## src/rtl/run_monitor.sv

```systemverilog
// Run supervisor that sits beside the cpu: counts clocks and SYNC-delimited instructions,
// decides when the run ends, then streams register-dump indices over valid/ready.
module run_monitor #(
    parameter int unsigned PC_WIDTH        = 12,
    parameter int unsigned ROM_SIZE        = 256,
    parameter int unsigned CYCLES_PER_INSN = 8,
    parameter int unsigned MAX_INSNS       = 4096,
    parameter int unsigned STALL_CLOCKS    = 32,
    parameter int unsigned NUM_DUMP        = 16,
    parameter int unsigned COUNT_WIDTH     = 32
) (
    input  logic                                clock,
    input  logic                                reset,
    input  logic                                start,
    input  logic                                sync,
    input  logic [PC_WIDTH-1:0]                 pc,
    output logic                                running,
    output logic                                done,
    output logic                                limit_hit,
    output logic                                stalled,
    output logic [$clog2(CYCLES_PER_INSN)-1:0]  phase,
    output logic [COUNT_WIDTH-1:0]              clock_count,
    output logic [COUNT_WIDTH-1:0]              insn_count,
    output logic                                dump_valid,
    input  logic                                dump_ready,
    output logic [$clog2(NUM_DUMP)-1:0]         dump_index
);

    localparam int unsigned PHW = $clog2(CYCLES_PER_INSN);
    localparam int unsigned DIW = $clog2(NUM_DUMP);
    localparam int unsigned STW = $clog2(STALL_CLOCKS + 1);

    localparam logic [1:0] S_IDLE = 2'd0;
    localparam logic [1:0] S_RUN  = 2'd1;
    localparam logic [1:0] S_DUMP = 2'd2;
    localparam logic [1:0] S_DONE = 2'd3;

    localparam logic [COUNT_WIDTH-1:0] CNT_ONE    = COUNT_WIDTH'(1);
    localparam logic [COUNT_WIDTH:0]   INSN_LIMIT = (COUNT_WIDTH + 1)'(MAX_INSNS);
    localparam logic [PC_WIDTH:0]      ROM_LIMIT  = (PC_WIDTH + 1)'(ROM_SIZE);
    localparam logic [PHW-1:0]         PHASE_LAST = PHW'(CYCLES_PER_INSN - 1);
    localparam logic [DIW-1:0]         DUMP_LAST  = DIW'(NUM_DUMP - 1);
    localparam logic [STW-1:0]         STALL_LAST = STW'(STALL_CLOCKS - 1);

    logic [1:0]             state;
    logic [STW-1:0]         stall_cnt;
    logic [COUNT_WIDTH:0]   insn_inc;
    logic                   pc_out;

    // Widened by one bit so the limit compare is exact even at the saturation point.
    always_comb begin
        insn_inc = {1'b0, insn_count} + (COUNT_WIDTH + 1)'(1);
        pc_out   = {1'b0, pc} >= ROM_LIMIT;
    end

    always_comb begin
        running    = (state == S_RUN);
        done       = (state == S_DONE);
        dump_valid = (state == S_DUMP);
    end

    always_ff @(posedge clock) begin
        if (!reset) begin
            state       <= S_IDLE;
            stall_cnt   <= '0;
            phase       <= '0;
            clock_count <= '0;
            insn_count  <= '0;
            limit_hit   <= 1'b0;
            stalled     <= 1'b0;
            dump_index  <= '0;
        end else begin
            case (state)
                S_IDLE, S_DONE: begin
                    if (start) begin
                        state       <= S_RUN;
                        stall_cnt   <= '0;
                        phase       <= '0;
                        clock_count <= '0;
                        insn_count  <= '0;
                        limit_hit   <= 1'b0;
                        stalled     <= 1'b0;
                        dump_index  <= '0;
                    end
                end
                S_RUN: begin
                    if (clock_count != '1)
                        clock_count <= clock_count + CNT_ONE;
                    if (sync) begin
                        phase     <= PHW'(1);
                        stall_cnt <= '0;
                        if (insn_count != '1)
                            insn_count <= insn_count + CNT_ONE;
                        // A PC past ROM is a normal end and takes priority over the limit.
                        if (pc_out) begin
                            state <= S_DUMP;
                        end else if (insn_inc == INSN_LIMIT) begin
                            state     <= S_DUMP;
                            limit_hit <= 1'b1;
                        end
                    end else begin
                        phase <= (phase == PHASE_LAST) ? '0 : phase + PHW'(1);
                        if (stall_cnt == STALL_LAST) begin
                            state   <= S_DUMP;
                            stalled <= 1'b1;
                        end else begin
                            stall_cnt <= stall_cnt + STW'(1);
                        end
                    end
                end
                S_DUMP: begin
                    if (dump_ready) begin
                        if (dump_index == DUMP_LAST) begin
                            state      <= S_DONE;
                            dump_index <= '0;
                        end else begin
                            dump_index <= dump_index + DIW'(1);
                        end
                    end
                end
                default: state <= S_IDLE;
            endcase
        end
    end

endmodule

```

## config.mk

```make
export PLATFORM = sky130hd
export DESIGN_NAME = run_monitor
export DESIGN_NICKNAME = d
export VERILOG_FILES = /design/src/rtl/run_monitor.sv
export SDC_FILE = /design/constraint.sdc
export NUM_CORES = 1
export LEC_CHECK = 0
export CORE_MARGIN = 2
export CORE_UTILIZATION = 48
export CTS_CLUSTER_SIZE = 12
export DETAILED_ROUTE_END_ITERATION = 8
export PLACE_DENSITY_LB_ADDON = 0.08
export SETUP_SLACK_MARGIN = 0.1
export SLEW_MARGIN = 5
export SYNTH_ARGS = -nofsm -noshare
export SYNTH_HDL_FRONTEND = slang
export SYNTH_SLANG_ARGS = --single-unit
```

## constraint.sdc

```tcl
create_clock -name clock -period 3.01 [get_ports clock]
set_clock_uncertainty 0.15 [all_clocks]
set_input_delay 0.4515 -clock clock [delete_from_list [all_inputs] [get_ports clock]]
set_output_delay 0.4515 -clock clock [all_outputs]
set_load 0.005 [all_outputs]
```

Word level (Yosys, flattened, before mapping):

Index checks and enable logic that the tools add are counted.

* output and inout bits: 76
* logic and storage cells: 83
* register bits: 81
* input bits: 17

* reductions and logical operators: 12
* muxes and demuxes: 34
* order comparisons: 1
* eq/ne operators: 22
* add/subtract/negate cells: 6

Operator list (number)
* $mux W32: 4
* $pmux W32 S2: 2
* $add A32 B1 Y32 const B: 2
* $ne A32 B32 Y1 const B: 2
* $add A32 B1 Y33 const B: 1
* $eq A33 B13 Y1 const B: 1
* $mux W6: 3
* $mux W2: 7
* $ge A12 B9 Y1 const B: 1
* $mux W4: 3
* $ne A2 B1 Y1 const B: 6
* $pmux W6 S2: 1
* $reduce_and A5 Y1: 2
* $mux W3: 3
* $reduce_and A3 Y1: 3
* $ne A2 B2 Y1 const B: 4
* $pmux W4 S2: 1
* $reduce_and A4 Y1: 2
* $add A6 B1 Y6 const B: 1
* $eq A6 B5 Y1 const B: 1
* $mux W1: 6
* $pmux W2 S3: 1
* $pmux W3 S2: 1
* $add A4 B1 Y4 const B: 1
* 13 further kinds: 16

Logic depth before layout (Yosys ltp):

* depth in word-level cells: 6
* depth in mapped cells: 11
* depth with buffers taken out: 9

Least setup slack after synthesis:

Ideal clock, no wire load.

* kind: register to register
* start point: reg insn_count[0]
* end point: reg state[0]
* cell stages (with the launch flop): 10
* slack: 115 ps
* arrival: 2622 ps
* period minus slack after synthesis: 2895 ps
* buffers on the path: 1
* library setup time: 123 ps
* required time: 2737 ps
* cell sequence: dfxtp_1 -> ha_1 -> buf_2 -> nand3_2 -> nor4_4 -> nand3_1 -> or3_1 -> a2111oi_4 -> a31oi_1 -> nand3b_1

* longest elaborated chain between the ends: 4

RTL lines
* start: declaration: RTL line 23 `output logic [COUNT_WIDTH-1:0] insn_count,`
* start signal: assignment: RTL line 93 `insn_count <= insn_count + CNT_ONE;`
* $add A32 B1 Y33: RTL line 52 `insn_inc = {1'b0, insn_count} + (COUNT_WIDTH + 1)'(1);`
* $eq A33 B13 Y1: RTL line 97 `end else if (insn_inc == INSN_LIMIT) begin`
* $ne A4 B2 Y1 (no source line)
* $reduce_and A5 Y1 (no source line)
* end signal: assignment: RTL line 96 `state <= S_DUMP;`
* end signal: assignment: RTL line 98 `state <= S_DUMP;`
* end signal: assignment: RTL line 104 `state <= S_DUMP;`
* end: declaration: RTL line 45 `logic [1:0] state;`

Every way passes these cells.
A chain may end at the register's enable or synchronous reset.

Worst setup path in the final report:

* start point: reg insn_count[23]
* end point: reg state[0]

The elaborated chain is that of the path after synthesis.

==> out/results.env <==
PLACEABLECOREAREA_UM2=10200
WHS_ENDPOINT='limit_hit$_SDFFE_PN0P_'
CLK_PIN_SLEW_PS=90
WORST_PATH_LARGEST_CELL_DELAY_PS=570
WORSTMARGINPINSLEW_PS=540
TRITONCTS='built'
YS_FLOP_TYPE='sky130_fd_sc_hd__dfxtp_1'
NETS=761
CRITICAL_PATH.CELL_CHAIN='nand4_4 > or4_4 > or3_4 > a211o_1 > nor4_4 > buf_4 > a31oi_1 > nand3b_1'
SYNTH-EDFF-COUNT=0
CRITPATHTOPFAMILY='simple AND/OR/NAND/NOR gates'
LAYOUT-AREA-OVERHEAD-VS-SYNTH_PCT=27.5
DRT_ITER0_MARKERS=282
GRT_PASS1_VIAS=4858
GRT_REMAINING_OVERFLOW=0
FF2FF_PATH_DEPTH=8
CRITPATHBUFINV=1
SLEW_HEADROOM_PCT=64.0
CTS-BUFFERS-INSERTED=9
CTS-ROOT-BUF='sky130_fd_sc_hd__clkbuf_8'
MAX-CAP-VIOLATIONS=0
HIGHEST_LAYER='met4'
POST_SYNTH_NUM_CELL_TYPES=61
TIMING_HOLD_VIOLATIONS_FINAL=0
DRT_DRC_VIOLATIONS_LEFT=0
PLACEMENT.IO_BUFFERS=84
WORST-PATH-MAX-FANOUT=6
INITIAL_CORE_UTIL_PCT=49.0
SETUP.REG_TO_REG.WORST_SLACK_PS=260
CLOCK_SINKS=81
IR_WORST_VDD_mV=0.336
YS.WARNINGS.COUNT=0
FP.DIEH_UM=106
GP_CONGESTION=0.889
MET1WIRELENGTH_MM=6.03
ROUTED-WL-MET3_UM=700
CTSLONGESTPATHBUFFERS=2
DRIVE_GT1_SHARE_PCT=10.2
WORST_SETUP_PATH_START_KIND='flip-flop'
WORST-PATH-STAGES=8
MIN-DELAY-START='limit_hit$_SDFFE_PN0P_'
POST-ROUTE-UTIL_PCT=62.5
WORSTPATHREQUIRED_PS=3100
WL_PER_CELL_UM=15.8
GR-USAGE-ALL-LAYERS_PCT=25.2
FILLERS=942
VIAS=5153
PIN_COUNT=93
SYN_INST=648
SYNTH_SEQUENTIAL_AREA_RATIO_PCT=32.5
DPL.HPWL_MM=9.95
YS_FF_LATCH=81
HTREE_NUM_LEVELS=3
GRT_START_MAX_NET_PINS=35
NUMBER_OF_NETS_STILL_FAILING_ANTENNA_CHECKS_AFTER_ROUTING=0
TIMING.FINAL.SETUP_VIOLATIONS=0
WL_MM=13.8
TIMING.RR.START='insn_count[23]$_SDFFE_PN0P_'
TIMING.CRITICAL_PATH.TO_TYPE='flip-flop'
SYN_AREA_PER_CELL_UM2=7.70
SYNTHARSTFLOPSHARE_PCT=0
MIN_DELAY_PATH_DEPTH=2
VIAS_PER_CELL=5.90
TIMING.SETUP.TNS_PS=0
DPL.CELL_COUNT=857
MAPPEDNETLISTAREA_UM2=4990
CLOCK.FMAX_MHz=364
SETUP.WORST_PATH.CLASS='reg2reg'
GRT_SETUP_UNREPAIRED='true'
RUN_STATUS='finished, final reports clean'
CTS_HOLD_REPAIR.BUFFERS=0
PLACEMENTROWS=37
FINALHOLDWORSTSLACK_PS=334
ROUTED-WL-MET2_MM=6.68
FINAL-MAX-SLEW-VIOLATION-COUNT=0
WORSTSKEWPAIRLATENCY_PS=360
ANTENNA-DIODE-COUNT=0
FINALCRITPERIODSHARE_PCT=91.3
HOLDCRITPATHCLASS='reg2reg'
P_LEAK_nW=2.19
DRT_PASS1_ITERATIONS=5
GRT_PASS1_WL_MM=23.1
GRT_ANTENNA_BEFORE_REPAIR=0
SYNTH.NET_COUNT=676
DIE-AREA_UM2=11200
RR_ENDPOINT='state[0]$_SDFFE_PN0P_'
MINIMUM_PERIOD_IMPLIED_BY_THE_FINAL_WORST_SETUP_SLACK_PS=2750
P_PER_AREA_nW_PER_UM2=491
CRITICAL-PATH-SLOWEST-CELL='sky130_fd_sc_hd__or4_4'
FINAL_CELL_COUNT_NO_FILL=874
CP.ARRIVAL_PS=2840
FP.DIEW_UM=106
state kept, by name (all words and copies together), names as in the netlist:
register / cells
clock_count: 32
insn_count: 32
stall_cnt: 6
dump_index: 4
phase: 3
state: 2
limit_hit: 1
stalled: 1
cell usage in the layout (no fill, tap or decap), types with 9 or more instances in the layout:
master                            instances
sky130_fd_sc_hd__nand3_1                 43
sky130_fd_sc_hd__clkbuf_8                 9
sky130_fd_sc_hd__buf_4                   36
sky130_fd_sc_hd__ha_1                    11
sky130_fd_sc_hd__o21ai_0                 25
sky130_fd_sc_hd__clkdlybuf4s50_1         83
sky130_fd_sc_hd__and3_1                  13
sky130_fd_sc_hd__nand3b_1                11
sky130_fd_sc_hd__nor3_1                  28
sky130_fd_sc_hd__xor2_1                  29
sky130_fd_sc_hd__or3_1                   12
sky130_fd_sc_hd__o22ai_1                 13
sky130_fd_sc_hd__inv_1                   12
sky130_fd_sc_hd__a21oi_1                 23
sky130_fd_sc_hd__and4_1                  12
sky130_fd_sc_hd__a21boi_0                18
sky130_fd_sc_hd__nor2_1                  64
sky130_fd_sc_hd__nand2_1                 65
sky130_fd_sc_hd__nand4_1                 30
sky130_fd_sc_hd__a31oi_1                 12
sky130_fd_sc_hd__xnor2_1                  9
sky130_fd_sc_hd__dfxtp_1                 79
sky130_fd_sc_hd__o21a_1                  11
cell type report:
class / count / area (um2) / share of cell area [%]
clock inverters: 7 / 118 / 1.85
flip-flops and latches: 81 / 1620 / 25.5
inverters: 12 / 45.0 / 0.708
clock buffers: 9 / 124 / 1.95
repair buffers: 122 / 1150 / 18.0
multi-input cells: 507 / 3140 / 49.3
well taps: 136 / 170 / 2.67
synth_stat cells, drive strengths merged (13+ instances only):
cell	instances	share of area, %
clkbuf	36	2.7
or3	14	1.9
nor2	64	4.8
nand4	32	4.4
o22ai	13	1.6
nand3	44	4.5
dfxtp	81	33
and3	14	1.8
nor3	28	2.8
nand2	65	4.9
a21boi	18	2.7
o21ai	27	2.7
a21oi	24	2.4
xor2	29	5.1
report_power, final:
part           leakage [nW]  switching [mW]  internal [mW]  total [mW]
Sequential            0.654          0.0387           1.10        1.14
Clock                 0.124           0.418          0.552       0.971
Combinational          1.41           0.657          0.361        1.02
worst max path at each step:
stage,from,to,slack [ps]
after floorplan,insn_count[0]$_SDFFE_PN0P_,state[0]$_SDFFE_PN0P_,110
after global placement,insn_count[23]$_SDFFE_PN0P_,state[1]$_SDFFE_PN0P_,170
after detailed placement,insn_count[0]$_SDFFE_PN0P_,insn_count[31]$_SDFFE_PN0P_,100
after CTS,insn_count[23]$_SDFFE_PN0P_,state[0]$_SDFFE_PN0P_,130
after global routing,insn_count[0]$_SDFFE_PN0P_,state[1]$_SDFFE_PN0P_,90
final,insn_count[23]$_SDFFE_PN0P_,state[0]$_SDFFE_PN0P_,260
worst min-delay path: stages, from the launching register on:
cell and delay, ps:
sky130_fd_sc_hd__dfxtp_1 330, sky130_fd_sc_hd__inv_1 60, sky130_fd_sc_hd__a21oi_1 50
cells by family (layout without fill, tap and decap cells):
logic type	Yosys count	after routing	synth area share [%]
buffers and inverters	60	150	4.87
muxes	4	4	0.803
xor gates and xnor gates	38	38	6.67
DFF	81	81	32.5
AOI/OAI and AO/OA	129	129	17.0
and+or+nand+nor	325	325	35.4
adders and majority gates	11	11	2.76
stage by stage:
step,setup WS (ps),power (mW),instance area (um2)
3_3_place_gp,165,2.14,6100
2_1_floorplan,115,1.77,4990
5_1_grt,89.5,3.31,6360
3_5_place_dp,101,2.17,6100
4_1_cts,133,3.13,6350
6_report,262,3.13,6360
layer usage:
layer  track usage, %  up-vias
li1                 -     2524
met1             31.8     2438
met2             42.6      160
met3             3.49       31
met4             11.5        0
met5                0        -
what timing repair did:
item,4_1_cts,5_1_grt
buffers inserted,0,1
endpoints found under the setup margin,2,28
pin swaps,0,2
gates resized for setup,1,3
Power figures use the tool's default switching activity.
